<file path="config.mk">
export PLATFORM = sky130hd
export DESIGN_NAME = pla_and_programmer_flat
export DESIGN_NICKNAME = d
export VERILOG_FILES = /design/src/rtl/pla_and_programmer_if.sv /design/src/rtl/pla_and_programmer.sv /design/src/flat_wrapper.sv
export SDC_FILE = /design/constraint.sdc
export NUM_CORES = 1
export LEC_CHECK = 0
export BUFFER_PORTS_ARGS = -buffer_cell sky130_fd_sc_hd__buf_2
export CAP_MARGIN = 5
export CORE_ASPECT_RATIO = 0.8
export CORE_UTILIZATION = 52
export CTS_CLUSTER_DIAMETER = 80
export DETAILED_ROUTE_END_ITERATION = 8
export HOLD_SLACK_MARGIN = 0.05
export PLACE_DENSITY = 0.85
export SKIP_CTS_REPAIR_TIMING = 1
export SLEW_MARGIN = 20
export SYNTH_ARGS = -nofsm -noshare
export SYNTH_HDL_FRONTEND = slang
export SYNTH_SLANG_ARGS = --single-unit
</file>
<file path="constraint.sdc">
create_clock -name clk -period 1.6 [get_ports clk]
set_input_delay 0.08 -clock clk [delete_from_list [all_inputs] [get_ports clk]]
set_output_delay 0.08 -clock clk [all_outputs]
set_load 0.01 [all_outputs]
</file>
<file path="src/rtl/pla_and_programmer_if.sv">
// Programming port, PLA data inputs and registered product-term outputs
// of the programmable AND-plane.
interface pla_and_programmer_if;
  logic prog_start;
  logic prog_valid;
  logic prog_bit;
  logic in0, in1, in2, in3, in4, in5, in6, in7;
  logic prog_done;
  logic out0, out1, out2;

  modport master (
    output prog_start, prog_valid, prog_bit,
    output in0, in1, in2, in3, in4, in5, in6, in7,
    input  prog_done, out0, out1, out2
  );

  modport slave (
    input  prog_start, prog_valid, prog_bit,
    input  in0, in1, in2, in3, in4, in5, in6, in7,
    output prog_done, out0, out1, out2
  );
endinterface

</file>
<file path="src/rtl/pla_and_programmer.sv">
// Bit-serial loadable 3x8 AND-plane; evaluates three product terms of
// in0..in7 into registered outputs once the 24-bit personality is loaded.
module pla_and_programmer (
  input logic clk,
  input logic rst,
  pla_and_programmer_if.slave bus
);
  // state | meaning
  // IDLE  | after reset, waiting for prog_start, outputs held 0
  // LOAD  | shifting personality bits into mask, one per prog_valid
  // RUN   | personality complete, outputs track product terms
  typedef enum logic [1:0] {IDLE, LOAD, RUN} state_t;

  state_t      state;
  logic [4:0]  bit_cnt;
  logic [23:0] mask;
  logic [7:0]  in_vec;
  logic [2:0]  term;
  logic [2:0]  out_q;
  logic        done_q;

  assign in_vec = {bus.in7, bus.in6, bus.in5, bus.in4,
                   bus.in3, bus.in2, bus.in1, bus.in0};

  // Masked-off inputs are forced to 1, so an all-zero row evaluates to 1.
  always_comb begin
    term = '0;
    for (int r = 0; r < 3; r++) begin
      term[r] = &(in_vec | ~mask[8*r +: 8]);
    end
  end

  always_ff @(posedge clk or posedge rst) begin
    if (rst) begin
      state   <= IDLE;
      bit_cnt <= '0;
      mask    <= '0;
      out_q   <= '0;
      done_q  <= 1'b0;
    end else begin
      case (state)
        IDLE: begin
          if (bus.prog_start) begin
            state   <= LOAD;
            bit_cnt <= '0;
          end
        end
        LOAD: begin
          if (bus.prog_start) begin
            bit_cnt <= '0;
          end else if (bus.prog_valid) begin
            mask[bit_cnt] <= bus.prog_bit;
            if (bit_cnt == 5'd23) begin
              state   <= RUN;
              bit_cnt <= '0;
              done_q  <= 1'b1;
            end else begin
              bit_cnt <= bit_cnt + 5'd1;
            end
          end
        end
        RUN: begin
          if (bus.prog_start) begin
            state   <= LOAD;
            bit_cnt <= '0;
            out_q   <= '0;
            done_q  <= 1'b0;
          end else begin
            out_q <= term;
          end
        end
        default: begin
          state   <= IDLE;
          bit_cnt <= '0;
          out_q   <= '0;
          done_q  <= 1'b0;
        end
      endcase
    end
  end

  assign bus.prog_done = done_q;
  assign bus.out0      = out_q[0];
  assign bus.out1      = out_q[1];
  assign bus.out2      = out_q[2];
endmodule

</file>
<file path="src/flat_wrapper.sv">
// flat-port wrapper written by rule: the top's interface ports become plain ports
module pla_and_programmer_flat 
  (clk, rst, bus_prog_start, bus_prog_valid, bus_prog_bit, bus_in0, bus_in1, bus_in2, bus_in3, bus_in4, bus_in5, bus_in6, bus_in7, bus_prog_done, bus_out0, bus_out1, bus_out2);
  pla_and_programmer_if bus_i ();
  input logic clk;
  input logic rst;
  input wire logic [$bits(bus_i.prog_start)-1:0] bus_prog_start;
  input wire logic [$bits(bus_i.prog_valid)-1:0] bus_prog_valid;
  input wire logic [$bits(bus_i.prog_bit)-1:0] bus_prog_bit;
  input wire logic [$bits(bus_i.in0)-1:0] bus_in0;
  input wire logic [$bits(bus_i.in1)-1:0] bus_in1;
  input wire logic [$bits(bus_i.in2)-1:0] bus_in2;
  input wire logic [$bits(bus_i.in3)-1:0] bus_in3;
  input wire logic [$bits(bus_i.in4)-1:0] bus_in4;
  input wire logic [$bits(bus_i.in5)-1:0] bus_in5;
  input wire logic [$bits(bus_i.in6)-1:0] bus_in6;
  input wire logic [$bits(bus_i.in7)-1:0] bus_in7;
  output wire logic [$bits(bus_i.prog_done)-1:0] bus_prog_done;
  output wire logic [$bits(bus_i.out0)-1:0] bus_out0;
  output wire logic [$bits(bus_i.out1)-1:0] bus_out1;
  output wire logic [$bits(bus_i.out2)-1:0] bus_out2;
  assign bus_i.prog_start = bus_prog_start;
  assign bus_i.prog_valid = bus_prog_valid;
  assign bus_i.prog_bit = bus_prog_bit;
  assign bus_i.in0 = bus_in0;
  assign bus_i.in1 = bus_in1;
  assign bus_i.in2 = bus_in2;
  assign bus_i.in3 = bus_in3;
  assign bus_i.in4 = bus_in4;
  assign bus_i.in5 = bus_in5;
  assign bus_i.in6 = bus_in6;
  assign bus_i.in7 = bus_in7;
  assign bus_prog_done = bus_i.prog_done;
  assign bus_out0 = bus_i.out0;
  assign bus_out1 = bus_i.out1;
  assign bus_out2 = bus_i.out2;
  pla_and_programmer u_core (.clk(clk), .rst(rst), .bus(bus_i));
endmodule
</file>
## After elaboration in Yosys (flattened, before gate mapping)

Cells that the tools add are included.

| storage, ports and cells | value |
|---|---|
| register bits | 35 |
| output and inout port bits | 4 |
| word-level logic and storage cells | 56 |

| operators by class | value |
|---|---|
| $add $sub $neg | 1 |
| order comparisons | 2 |
| equality and inequality tests | 9 |
| muxes and demuxes | 20 |
| bitwise operators | 8 |
| reductions and logical operators | 11 |

Operator list:

| kind | count |
|---|---|
| $bwmux 24 | 1 |
| $not 8->8 | 3 |
| $or 8x8->8 | 3 |
| $reduce_and 8->1 | 3 |
| $mux 5 | 4 |
| $pmux 5 s2 | 1 |
| $mux 2 | 4 |
| $lt 5x6->1 const B | 1 |
| $ne 2x2->1 const B | 3 |
| $pmux 3 s2 | 1 |
| $add 5x1->5 const B | 1 |
| $demux 1 s5 | 1 |
| $eq 5x5->1 const B | 1 |
| $ge 5x1->1 const B | 1 |
| $mux 1 | 5 |
| $reduce_and 5->1 | 1 |
| $ne 2x1->1 const B | 2 |
| $pmux 2 s2 | 1 |
| $reduce_and 4->1 | 1 |
| $reduce_or 2->1 | 2 |
| $mux 3 | 1 |
| $ne 3x3->1 const B | 1 |
| $pmux 1 s3 | 1 |
| $reduce_and 3->1 | 1 |
| 6 further kinds | 7 |

## Longest topological paths before layout

Gate-level depths: netlist of run 1.

| logic depth | value |
|---|---|
| depth in word-level cells | 5 |
| depth in mapped cells | 6 |

## Least setup slack after synthesis of run 1

Ideal clock, no wire load.

| timing path | value |
|---|---|
| path type | register to register |
| from | register u_core.state[1] |
| to | register u_core.mask[19] |
| setup time | 0.127 ns |
| arrival | 1.371 ns |
| path slack | 0.101 ns |
| stages on the path, launching flop included | 7 |
| buffers on the path | 3 |
| cells stage by stage | dfrtp_1 -> buf_6 -> and4bb_1 -> buf_4 -> buf_6 -> nand3_1 -> mux2_1 |

| between the ends | value |
|---|---|
| word-level cells in the longest chain between the ends | 2 |

RTL lines:

| what | RTL line | source |
|---|---|---|
| start: declaration | pla_and_programmer.sv:14 | `state_t state;` |
| start signal: assignment | pla_and_programmer.sv:35 | `state <= IDLE;` |
| start signal: assignment | pla_and_programmer.sv:44 | `state <= LOAD;` |
| start signal: assignment | pla_and_programmer.sv:54 | `state <= RUN;` |
| $eq 2x1->1 | pla_and_programmer.sv:41 | `case (state)` |
| $reduce_and 3->1 (no line) | -- |  |
| end signal: indexed assignment | pla_and_programmer.sv:52 | `mask[bit_cnt] <= bus.prog_bit;` |
| end: declaration | pla_and_programmer.sv:16 | `logic [23:0] mask;` |

Every way passes these cells.
A chain may end at the register's enable or synchronous reset.

## Final worst setup path of run 1

| timing path | value |
|---|---|
| from | register u_core.bit_cnt[2] |
| to | register u_core.mask[19] |

| between the ends | value |
|---|---|
| word-level cells in the longest chain between the ends | 5 |

RTL lines:

| what | RTL line | source |
|---|---|---|
| start: declaration | pla_and_programmer.sv:15 | `logic [4:0] bit_cnt;` |
| start signal: assignment | pla_and_programmer.sv:58 | `bit_cnt <= bit_cnt + 5'd1;` |
| $lt 5x6->1 (not written as such) or $ge 5x1->1 (tied branches) | pla_and_programmer.sv:52 |  |
| $logic_and 1x1->1 (not written as such) | pla_and_programmer.sv:52 |  |
| $mux 1 (not written as such) | pla_and_programmer.sv:52 |  |
| $demux 1 s5 * | -- |  |
| $bwmux 24 * | pla_and_programmer.sv:52 |  |

Every way passes the cells marked *; elsewhere a longest branch is shown, timed or not.

==> key figures, run 1 <==
Status
  – Run status: complete, no violations

Final layout
  – Antenna Cells: 0
  – Final nets: 213
  – Layout cells sized above 1: 0.198
  – Filler cell count: 260
  – Area Growth Syn to Fin: 13.7%
  – Multi-input logic area: between 800 and 900 µm²
  – FF+latch area: approximately 880 µm²

Critical path
  – CP Capture Type: register
  – Critical-path cell list: nor3b_1, buf_4, nand3_1, mux2_1
  – Crit Path Max Fanout: 11
  – CP Class: register to register
  – CP max stage cell: dfrtp_1
  – Critical Path AT: 1.72 ns
  – Biggest cell delay along the critical path: 0.51 ns
  – Required @ worst endpoint: 1.77 ns
  – Critical Path Start Type: register

Clock network
  – Clock Tree Buf Depth: 2
  – CTS tree: done
  – # clock sinks: 35
  – CTS Buf Count: 5
  – CTS clk-pin slew, worst paths: 0.07 ns
  – CTS H-tree depth: 2
  – Clk root buf: clkbuf_8
  – Skew-Pair Late Insertion Delay: 0.29 ns

Global routing
  – Total GRT Usage: 0.255
  – GRT overflow: 0
  – Initial antenna violation count: 0
  – Number of global-route vias before repair: approximately 1,300
  – Largest net degree at the start of global routing: 36
  – First-pass GRT wire length: 6530 µm

Logic synthesis
  – Post-Synth Simple-Gate Area: 0.170
  – Area share of the largest cell type after synthesis: 0.479
  – Avg Synthesized Cell Area: between 10 and 15 µm²
  – Yosys Warn Count: 0
  – Adder-Cell Fraction of Synth Area: 0.0274
  – Mapped Nets: between 150 and 200
  – Compound-cell area share of the yosys netlist: 0.0889
  – Yosys reg bits: 35
  – Register area share after synthesis: 0.479
  – Post-synth EDFFs: 0
  – Top post-synthesis cells by area: dfrtp_1, mux2_1, nand3_1
  – Fraction of registers with async set/reset: 1.00
  – Synth cell types: 25
  – Top post-synthesis cells by count: dfrtp_1, nand3_1, inv_1, mux2_1, nand2b_1
  – Main combinational cell family by area after synthesis: simple AND/OR/NAND/NOR gates
  – Syn Inst Count: 174
  – Synthesized area: about 1800 µm²
  – Dominant synthesized flop cell: dfrtp_1
  – Most frequent cell after synthesis: dfrtp_1
  – XOR/XNOR Fraction of Synth Area: 0
  – Cell taking the most area after synthesis: dfrtp_1
  – Fraction of synthesized area in multiplexers: 0.153

Power
  – Pwr dens: 989 nW/µm²
  – Leakage power: 0.000980 µW
  – Max VDD drop: 725 µV

Place
  – # port buffers: 16
  – DP HPWL: 2780 µm
  – GP Congestion: approximately 0.83
  – Pre-CTS setup slack: 0.0569 ns

Hold path
  – HP Class: input port to register

Drt
  – Vias per cell: 5.92
  – Drt first-iter violations: 110
  – Routed length per instance: 16.4 µm
  – Via count: roughly 1,400
  – Post-route DRC violation count: 0
  – Total Wirelength: 3880 µm
  – Routed Antenna Nets: 0
  – Pre-Repair DR Iteration Count: 4

Timing
  – Relative slew slack: 0.700
  – Clk_skew: 0.00846 ns
  – Worst setup margin: 0.0560 ns
  – Hold Vio Cnt, Final: 0
  – Fin Setup TNS: 0 ns
  – Final period util: 0.965
  – Hold Worst Slack: around 0.15 ns
  – F_max: 648 MHz
  – Worst Tran Pin Value: 0.449 ns
  – Post-layout min period: 1.54 ns
  – RSZ-0062 raised after global routing: no
  – Max Slew Vio Count: 0
  – Count of final setup violators: 0

Run
  – Max_cap viols: 0

Floorplanning
  – DIE WIDTH: just under 70 µm
  – Die H: 55.1 µm
  – Site Rows: 18
  – Core ar.: 3220 µm²
  – Die area: 3760 µm²
  – Initial Util: 0.568
  – Top-Level Pins: 17
==> critical path: cells and delay by family (launching register included) <==
family        cells  cell delay (ns)
buf+inv           1             0.18
flops             1             0.51
mux               1             0.33
simple gates      2             0.41
==> metal layers <==
layer,up-vias,share of wire,global-route usage,routed length (µm)
met5,-,0,0,0
met1,690,0.45,0.337,1750
met3,5,0.074,0.0963,286
met4,0,0.011,0.0764,43
li1,655,-,-,-
met2,54,0.46,0.389,1790
==> state kept, by name, indices dropped and copies added (netlist names) <==
| signal | flops |
|---|---|
| u_core.mask | 24 |
| u_core.bit_cnt | 5 |
| u_core.out_q | 3 |
| u_core.state | 2 |
| u_core.bus.prog_done | 1 |
==> layout make-up <==
class / instances / share of cell area
sequential: 35 / 0.421
timing repair buffer: 23 / 0.0710
multi-input combinational: 106 / 0.391
inverter: 25 / 0.0451
tap: 40 / 0.0241
clock buffer: 8 / 0.0481
==> cells by family (layout without fill, tap and decap cells) <==
| family | Yosys count | count (layout) |
|---|---|---|
| compound gates | 23 | 23 |
| buf+inv | 33 | 56 |
| fa+ha+maj | 4 | 4 |
| simple gates | 54 | 54 |
| flops | 35 | 35 |
| mux | 25 | 25 |
==> placed cells by master, fill, tap and decap left out, types with 2 or more instances in the layout <==
cell	n
dfrtp_1	35
nand3_1	27
inv_1	25
mux2_1	16
buf_2	16
nand2b_1	12
mux2_2	8
clkbuf_8	7
o21ai_0	5
nand2_1	5
buf_4	5
o22ai_1	4
ha_1	4
nor3b_1	3
a22oi_1	3
o221ai_1	3
o2111ai_1	3
o32ai_1	3
nor3b_2	2
and3b_1	2
==> power by group <==
group	leakage, µW	total [µW]	switching [µW]	internal (µW)
Clock	0.0000515	703	311	393
Combinational	0.000472	301	162	138
Sequential	0.000457	1050	76.5	978
==> path summary, 6_finish.rpt <==
kind                                 startpoint                   end  slack [ns]  cells past startpoint
setup / recovery              u_core.bit_cnt[2]       u_core.mask[19]        0.06                      4
hold / removal                   bus_prog_start  u_core.bus.prog_done        0.15                      4
min in group asynchronous                   rst     u_core.bit_cnt[1]        0.42                      4
hold reg to reg            u_core.bus.prog_done  u_core.bus.prog_done        0.49                      2
max in group asynchronous                   rst        u_core.mask[6]        0.85                      4
setup reg to reg              u_core.bit_cnt[2]       u_core.mask[19]        0.06                      4
==> metrics by stage <==
| stage | cell area (µm²) | total power [µW] | utilization | std cells |
|---|---|---|---|---|
| 3_5_place_dp | 1960 | 1360 | 0.609 | 228 |
| 6_report | 2080 | 2060 | 0.646 | 237 |
| 4_1_cts | 2060 | 2070 | 0.640 | 236 |
| 5_1_grt | 2080 | 2160 | 0.646 | 237 |
| 3_3_place_gp | 1960 | 1340 | 0.609 | 228 |
| 2_1_floorplan | 1830 | 1260 | - | 174 |
Note: power is estimated with default switching activity, not from simulation.
==> run 2, diff against run 1 <==
--- a/config.mk
+++ b/config.mk
@@ -13,6 +13,7 @@
 export DETAILED_ROUTE_END_ITERATION = 8
 export HOLD_SLACK_MARGIN = 0.05
 export PLACE_DENSITY = 0.85
+export REMOVE_ABC_BUFFERS = 1
 export SKIP_CTS_REPAIR_TIMING = 1
 export SLEW_MARGIN = 20
 export SYNTH_ARGS = -nofsm -noshare
==> run 2 against run 1 <==
Critical path depth stayed put. Combinational power is 4% higher. Fmax is 2.1% higher. Clock skew is 0.0047 ns lower. Critical path type unchanged. Sequential power hardly changed. Largest cell class unchanged. Design area stayed put. Worst hold slack worse by 0.0031 ns. Count of clock-buffer cells in the layout stayed put. Global-route usage is 0.97 points lower. Sequential share of layout area stayed put. Register-to-register slack better by 0.03 ns.
==> key figures, run 2 (synthesis gave the netlist of run 1 again) <==
Status
  – Run status: complete, no violations

Final layout
  – Biggest regs: u_core.mask (24), u_core.bit_cnt (5), u_core.out_q (3)
  – Largest register FFs: 24 (unchanged)
  – Top reg by flops: u_core.mask
  – Area Growth Syn to Fin: 13.7% (unchanged)
  – Most frequent cells in the layout: dfrtp_1, nand3_1, inv_1
  – Antenna Cells: 0 (unchanged)
  – Most common cell after layout, fill and taps aside: dfrtp_1
  – Final nets: 213 (unchanged)
  – Layout cells sized above 1: 0.198 (unchanged)

Place
  – GP Congestion: 0.866 (+4.4%)
  – DP HPWL: 2930 µm (+5.4%)
  – # port buffers: 16 (unchanged)

Power
  – Combinational share of power: 0.152 (+0.006)
  – Pwr dens: 985 nW/µm² (-0.44%)
  – Leakage power: 0.000979 µW (about the same)
  – Register share of total power: 0.511 (about the same)
  – Total design power: 2050 µW (-0.44%)
  – Clock power frac: 0.336 (-0.006)
  – NetSw: 534 µW (-2.7%)
  – Internal power: 1520 µW (+0.38%)
  – Max VDD drop: 602 µV (-17%)
  – Switching portion of total power: 0.261 (-0.00606)

Critical path
  – Critical Path Start Type: register
  – Critical Path AT: 1.66 ns (-0.06 ns)
  – Crit Path Max Fanout: 10 (-1)
  – RR Startpoint: u_core.bit_cnt[0]
  – CP Class: register to register
  – CP Capture Type: register
  – Required @ worst endpoint: 1.75 ns (-0.02 ns)
  – Crit path from: u_core.bit_cnt[0]

Timing
  – Clk_skew: 0.00377 ns (-0.00469 ns)
  – Final period util: 0.945 (-0.0198)
  – F_max: 661 MHz (+2.1%)
  – Hold Vio Cnt, Final: 0 (unchanged)
  – Post-layout min period: 1.51 ns (-0.0316 ns)
  – Fin Setup TNS: 0 ns (unchanged)
  – Count of final setup violators: 0 (unchanged)
  – Worst Tran Pin Value: 0.514 ns (+0.0651 ns)
  – Max Slew Vio Count: 0 (unchanged)
  – Relative slew slack: 0.657 (-0.0435)

Clock network
  – Clk root buf: clkbuf_8
  – CTS clk-pin slew, worst paths: 0.07 ns (about the same)
  – CTS Buf Count: 5 (unchanged)
  – Skew-Pair Late Insertion Delay: 0.28 ns (about the same)
  – Clock Tree Buf Depth: 2 (unchanged)
  – CTS tree: done
  – CTS H-tree depth: 2 (unchanged)
  – # clock sinks: 35 (unchanged)

Drt
  – Pre-Repair DR Iteration Count: 4 (unchanged)
  – DR WL met3: 271 µm (-5.2%)
  – Routed length per instance: 16.7 µm (+1.9%)
  – Drt first-iter violations: 151 (+37%)
  – Via count: 1,371 (-2.4%)
  – Total Wirelength: 3950 µm (+1.9%)
  – Met1 wire length: 1760 µm (+0.46%)
  – Post-route DRC violation count: 0 (unchanged)
  – DR WL met2: 1860 µm (+3.5%)
  – Vias per cell: 5.78 (-2.4%)
  – Top routing layer in use: met4
  – Routed Antenna Nets: 0 (unchanged)

Floorplanning
  – Die area: 3760 µm² (unchanged)
  – Die H: 55.1 µm (unchanged)
  – Core ar.: 3220 µm² (unchanged)
  – Top-Level Pins: 17 (unchanged)
  – Initial Util: 0.568 (unchanged)
  – DIE WIDTH: 68.3 µm (unchanged)
  – Site Rows: 18 (unchanged)

Run
  – Max_cap viols: 0 (unchanged)

Global routing
  – Initial antenna violation count: 0 (unchanged)
  – GRT overflow: 0 (unchanged)
  – Largest net degree at the start of global routing: 36 (unchanged)
  – Total GRT Usage: 0.245 (-0.00970)
  – Number of global-route vias before repair: 1,312 (-2.7%)
  – First-pass GRT wire length: 6410 µm (-1.8%)

Hold path
  – HP Class: input port to register
  – Hold Crit Start: bus_prog_start
==> run 2: cell counts in the layout (fill, tap and decap cells not counted) <==
No cell type changed its count.
==> run 2: final timing paths <==
kind / to / slack, ns / cells past startpoint
setup / recovery: u_core.state[0] / 0.09 / 4
hold / removal: u_core.bus.prog_done / 0.15 / 4
setup reg to reg: u_core.state[0] / 0.09 / 4
hold reg to reg: u_core.bus.prog_done / 0.48 / 2
max in group asynchronous: u_core.state[0] / 0.86 / 4
min in group asynchronous: u_core.out_q[0] / 0.43 / 4
==> run 2: power groups by stage <==
stage               clock (µW)  combinational (µW)  sequential (µW)
floorplan                    0                 199             1040
finish                     689                 312             1050
CTS                        703                 307             1040
global route               745                 343             1060
detailed placement           0                 306             1060
global placement             0                 287             1050
==> run 2: through the flow <==
stage / instance area (µm²) / cells / setup WS, ns / hold WS, ns / util
floorplan: 1770 / 166 / -0.153 / 0.212 / -
global placement: 1960 / 228 / 0.0451 / 0.184 / 0.609
detailed placement: 1960 / 228 / -0.0217 / 0.199 / 0.609
CTS: 2060 / 236 / -0.0831 / -0.101 / 0.640
global route: 2080 / 237 / -0.110 / 0.155 / 0.646
finish: 2080 / 237 / 0.0876 / 0.148 / 0.646
==> run 2: area by class of cell <==
type | count | area (µm²)
multi-input combinational | 106 | 813
tap | 40 | 50.0
sequential | 35 | 876
timing repair buffer | 23 | 148
clock buffer | 8 | 100
inverter | 25 | 93.8
fill | 246 | 1140
==> run 2: critical path: stages (launching register included) <==
cell	delay (ns)
dfrtp_1	0.44
ha_1	0.39
nand4b_1	0.21
o21ai_0	0.25
a22oi_1	0.10
==> run 2: layer usage <==
| metal | vias up | global-route usage |
|---|---|---|
| li1 | 655 | - |
| met1 | 653 | 0.322 |
| met4 | 0 | 0.0799 |
| met3 | 8 | 0.0676 |
| met2 | 55 | 0.394 |
| met5 | - | 0 |
==> run 3, diff against run 2 <==
--- a/config.mk
+++ b/config.mk
@@ -7,7 +7,7 @@
 export LEC_CHECK = 0
 export BUFFER_PORTS_ARGS = -buffer_cell sky130_fd_sc_hd__buf_2
 export CAP_MARGIN = 5
-export CORE_ASPECT_RATIO = 0.8
+export CORE_ASPECT_RATIO = 1.25
 export CORE_UTILIZATION = 52
 export CTS_CLUSTER_DIAMETER = 80
 export DETAILED_ROUTE_END_ITERATION = 8
==> run 3 against run 2 <==
Global-route usage fell by 0.64 points. Routed wire length fell by 1.5%. Non-clock buffer count rose by 1. Clock skew rose by 0.0031 ns. Critical path type unchanged. Sequential share of layout area rose by 0.28 points. Core utilization fell by 1.6 points. Sequential cell count did not move. Setup slack improved by 0.038 ns. Largest power group unchanged. Largest cell class unchanged.
==> key figures, run 3 (synthesis gave the netlist of run 1 again) <==
Final layout
  – Final core occ: 0.630 (-0.0160)
  – Most frequent cells in the layout: dfrtp_1, nand3_1, inv_1
  – Filler cell count: 279 (+13%)
  – Final nets: 214 (+0.47%)
  – Layout cells sized above 1: 0.198 (unchanged)
  – Antenna Cells: 0 (unchanged)
  – Largest register FFs: 24 (unchanged)
  – Top reg by flops: u_core.mask
  – Biggest regs: u_core.mask (24), u_core.bit_cnt (5), u_core.out_q (3)
  – Post-route cell area: 2070 µm² (-0.66%)
  – FF+latch area: 876 µm² (unchanged)
  – Most common cell after layout, fill and taps aside: dfrtp_1
  – Area Growth Syn to Fin: 13.0%
  – Multi-input logic area: 808 µm² (-0.62%)

Hold path
  – Hold Crit Start: bus_prog_start
  – HP Class: input port to register

Critical path
  – CP Capture Type: register
  – CP Class: register to register
  – Critical Path AT: 1.64 ns (-0.02 ns)
  – Critical Path Start Type: register
  – Crit Path Max Fanout: 10 (unchanged)
  – Required @ worst endpoint: 1.77 ns (+0.02 ns)
  – RR Startpoint: u_core.bit_cnt[0]
  – Crit path from: u_core.bit_cnt[0]

Global routing
  – GRT Max-Usage Layer: met2
  – Total GRT Usage: 0.239 (-0.00641)
  – Met1 Use GR: 0.286 (-0.0355)
  – Number of global-route vias before repair: 1,313 (+0.076%)
  – GRT overflow: 0 (unchanged)
  – Largest net degree at the start of global routing: 36 (unchanged)
  – Met3 GRT Util: 0.0556 (-0.0121)
  – Initial antenna violation count: 0 (unchanged)
  – First-pass GRT wire length: 6130 µm (-4.3%)
  – Grt met2 use: 0.387 (-0.00674)

Drt
  – Routed Antenna Nets: 0 (unchanged)
  – Routed length per instance: 16.6 µm (-0.28%)
  – Total Wirelength: 3890 µm (-1.5%)
  – Post-route DRC violation count: 0 (unchanged)
  – Via count: 1,376 (+0.36%)
  – Drt first-iter violations: 78 (-48%)
  – Pre-Repair DR Iteration Count: 6 (+2)
  – Vias per cell: 5.88 (+1.7%)

Clock network
  – CTS Buf Count: 5 (unchanged)
  – CTS clk-pin slew, worst paths: 0.07 ns (about the same)
  – CTS tree: done
  – # clock sinks: 35 (unchanged)
  – CTS H-tree depth: 2 (unchanged)
  – Clock Tree Buf Depth: 2 (unchanged)
  – Clk root buf: clkbuf_8
  – Skew-Pair Late Insertion Delay: 0.29 ns (about the same)

Timing
  – RSZ-0062 raised after global routing: no
  – F_max: 678 MHz (+2.6%)
  – Final period util: 0.922 (-0.0236)
  – Max Slew Vio Count: 0 (unchanged)
  – Post-layout min period: 1.47 ns (-0.0378 ns)
  – Relative slew slack: 0.684 (+0.0276)
  – Worst Tran Pin Value: 0.473 ns (-0.0414 ns)
  – Hold Worst Slack: 0.134 ns (-0.0135 ns)
  – Clk_skew: 0.00692 ns (+0.00315 ns)
  – Hold Vio Cnt, Final: 0 (unchanged)
  – Count of final setup violators: 0 (unchanged)

Power
  – Max VDD drop: 725 µV (+20%)
  – Total design power: 2010 µW (-2.0%)
  – Leakage power: 0.000977 µW (-0.26%)
  – Pwr dens: 972 nW/µm² (-1.3%)

Place
  – DP Area: 1960 µm² (+0.19%)
  – # port buffers: 16 (unchanged)
  – GP Congestion: 0.827 (-4.5%)
  – DP HPWL: 2690 µm (-8.2%)

Floorplanning
  – Core ar.: 3280 µm² (+1.9%)
  – Die area: 3760 µm² (unchanged)
  – DIE WIDTH: 55.1 µm (-19%)
  – Initial Util: 0.558 (-0.0104)
  – Top-Level Pins: 17 (unchanged)
  – Site Rows: 23 (+5)
  – Die H: 68.3 µm (+24%)

Run
  – Max_cap viols: 0 (unchanged)

Status
  – Run status: complete, no violations
==> run 3: per-stage QoR <==
stage / cells / setup WS (ns) / setup TNS, ns
floorplan: 166 / -0.153 / -2.50
global placement: 226 / 0.143 / 0
detailed placement: 226 / 0.0683 / 0
CTS: 233 / 0.0660 / 0
global route: 234 / 0.0301 / 0
finish: 234 / 0.125 / 0
==> run 3: per-layer routing <==
layer  vias to the layer above  part of all wire
met2                        45              0.49
met1                       666              0.44
met3                         9             0.047
li1                        656                 -
met4                         0             0.019
met5                         -                 0
==> run 3: path summary, 6_finish.rpt <==
| check | slack (ns) | end | depth (start not counted) |
|---|---|---|---|
| worst max-delay path | 0.13 | u_core.state[0] | 4 |
| worst max register to register | 0.13 | u_core.state[0] | 4 |
| worst min-delay path | 0.13 | u_core.bus.prog_done | 4 |
| min in group asynchronous | 0.42 | u_core.mask[19] | 4 |
| worst min register to register | 0.48 | u_core.bus.prog_done | 2 |
| max in group asynchronous | 0.85 | u_core.state[1] | 4 |
==> run 3: cell type report <==
| cell class | count | share of cell area |
|---|---|---|
| Sequential cell | 35 | 0.424 |
| Multi-Input combinational cell | 106 | 0.391 |
| Timing Repair Buffer | 24 | 0.0751 |
| Inverter | 25 | 0.0454 |
| Clock buffer | 6 | 0.0400 |
| Tap cell | 37 | 0.0224 |
| Clock inverter | 1 | 0.00242 |
==> run 3: where the power goes <==
| part | total (µW) | internal (µW) | switching [µW] |
|---|---|---|---|
| Sequential | 1050 | 978 | 72.6 |
| Clock | 660 | 338 | 322 |
| Combinational | 299 | 138 | 161 |
| Total | 2010 | 1450 | 555 |
==> run 3: worst max-delay path, cell delays in order (launching register included) <==
cell	delay, ns
dfrtp_1	0.45
ha_1	0.40
nand4b_1	0.22
o21ai_0	0.19
a22oi_1	0.08
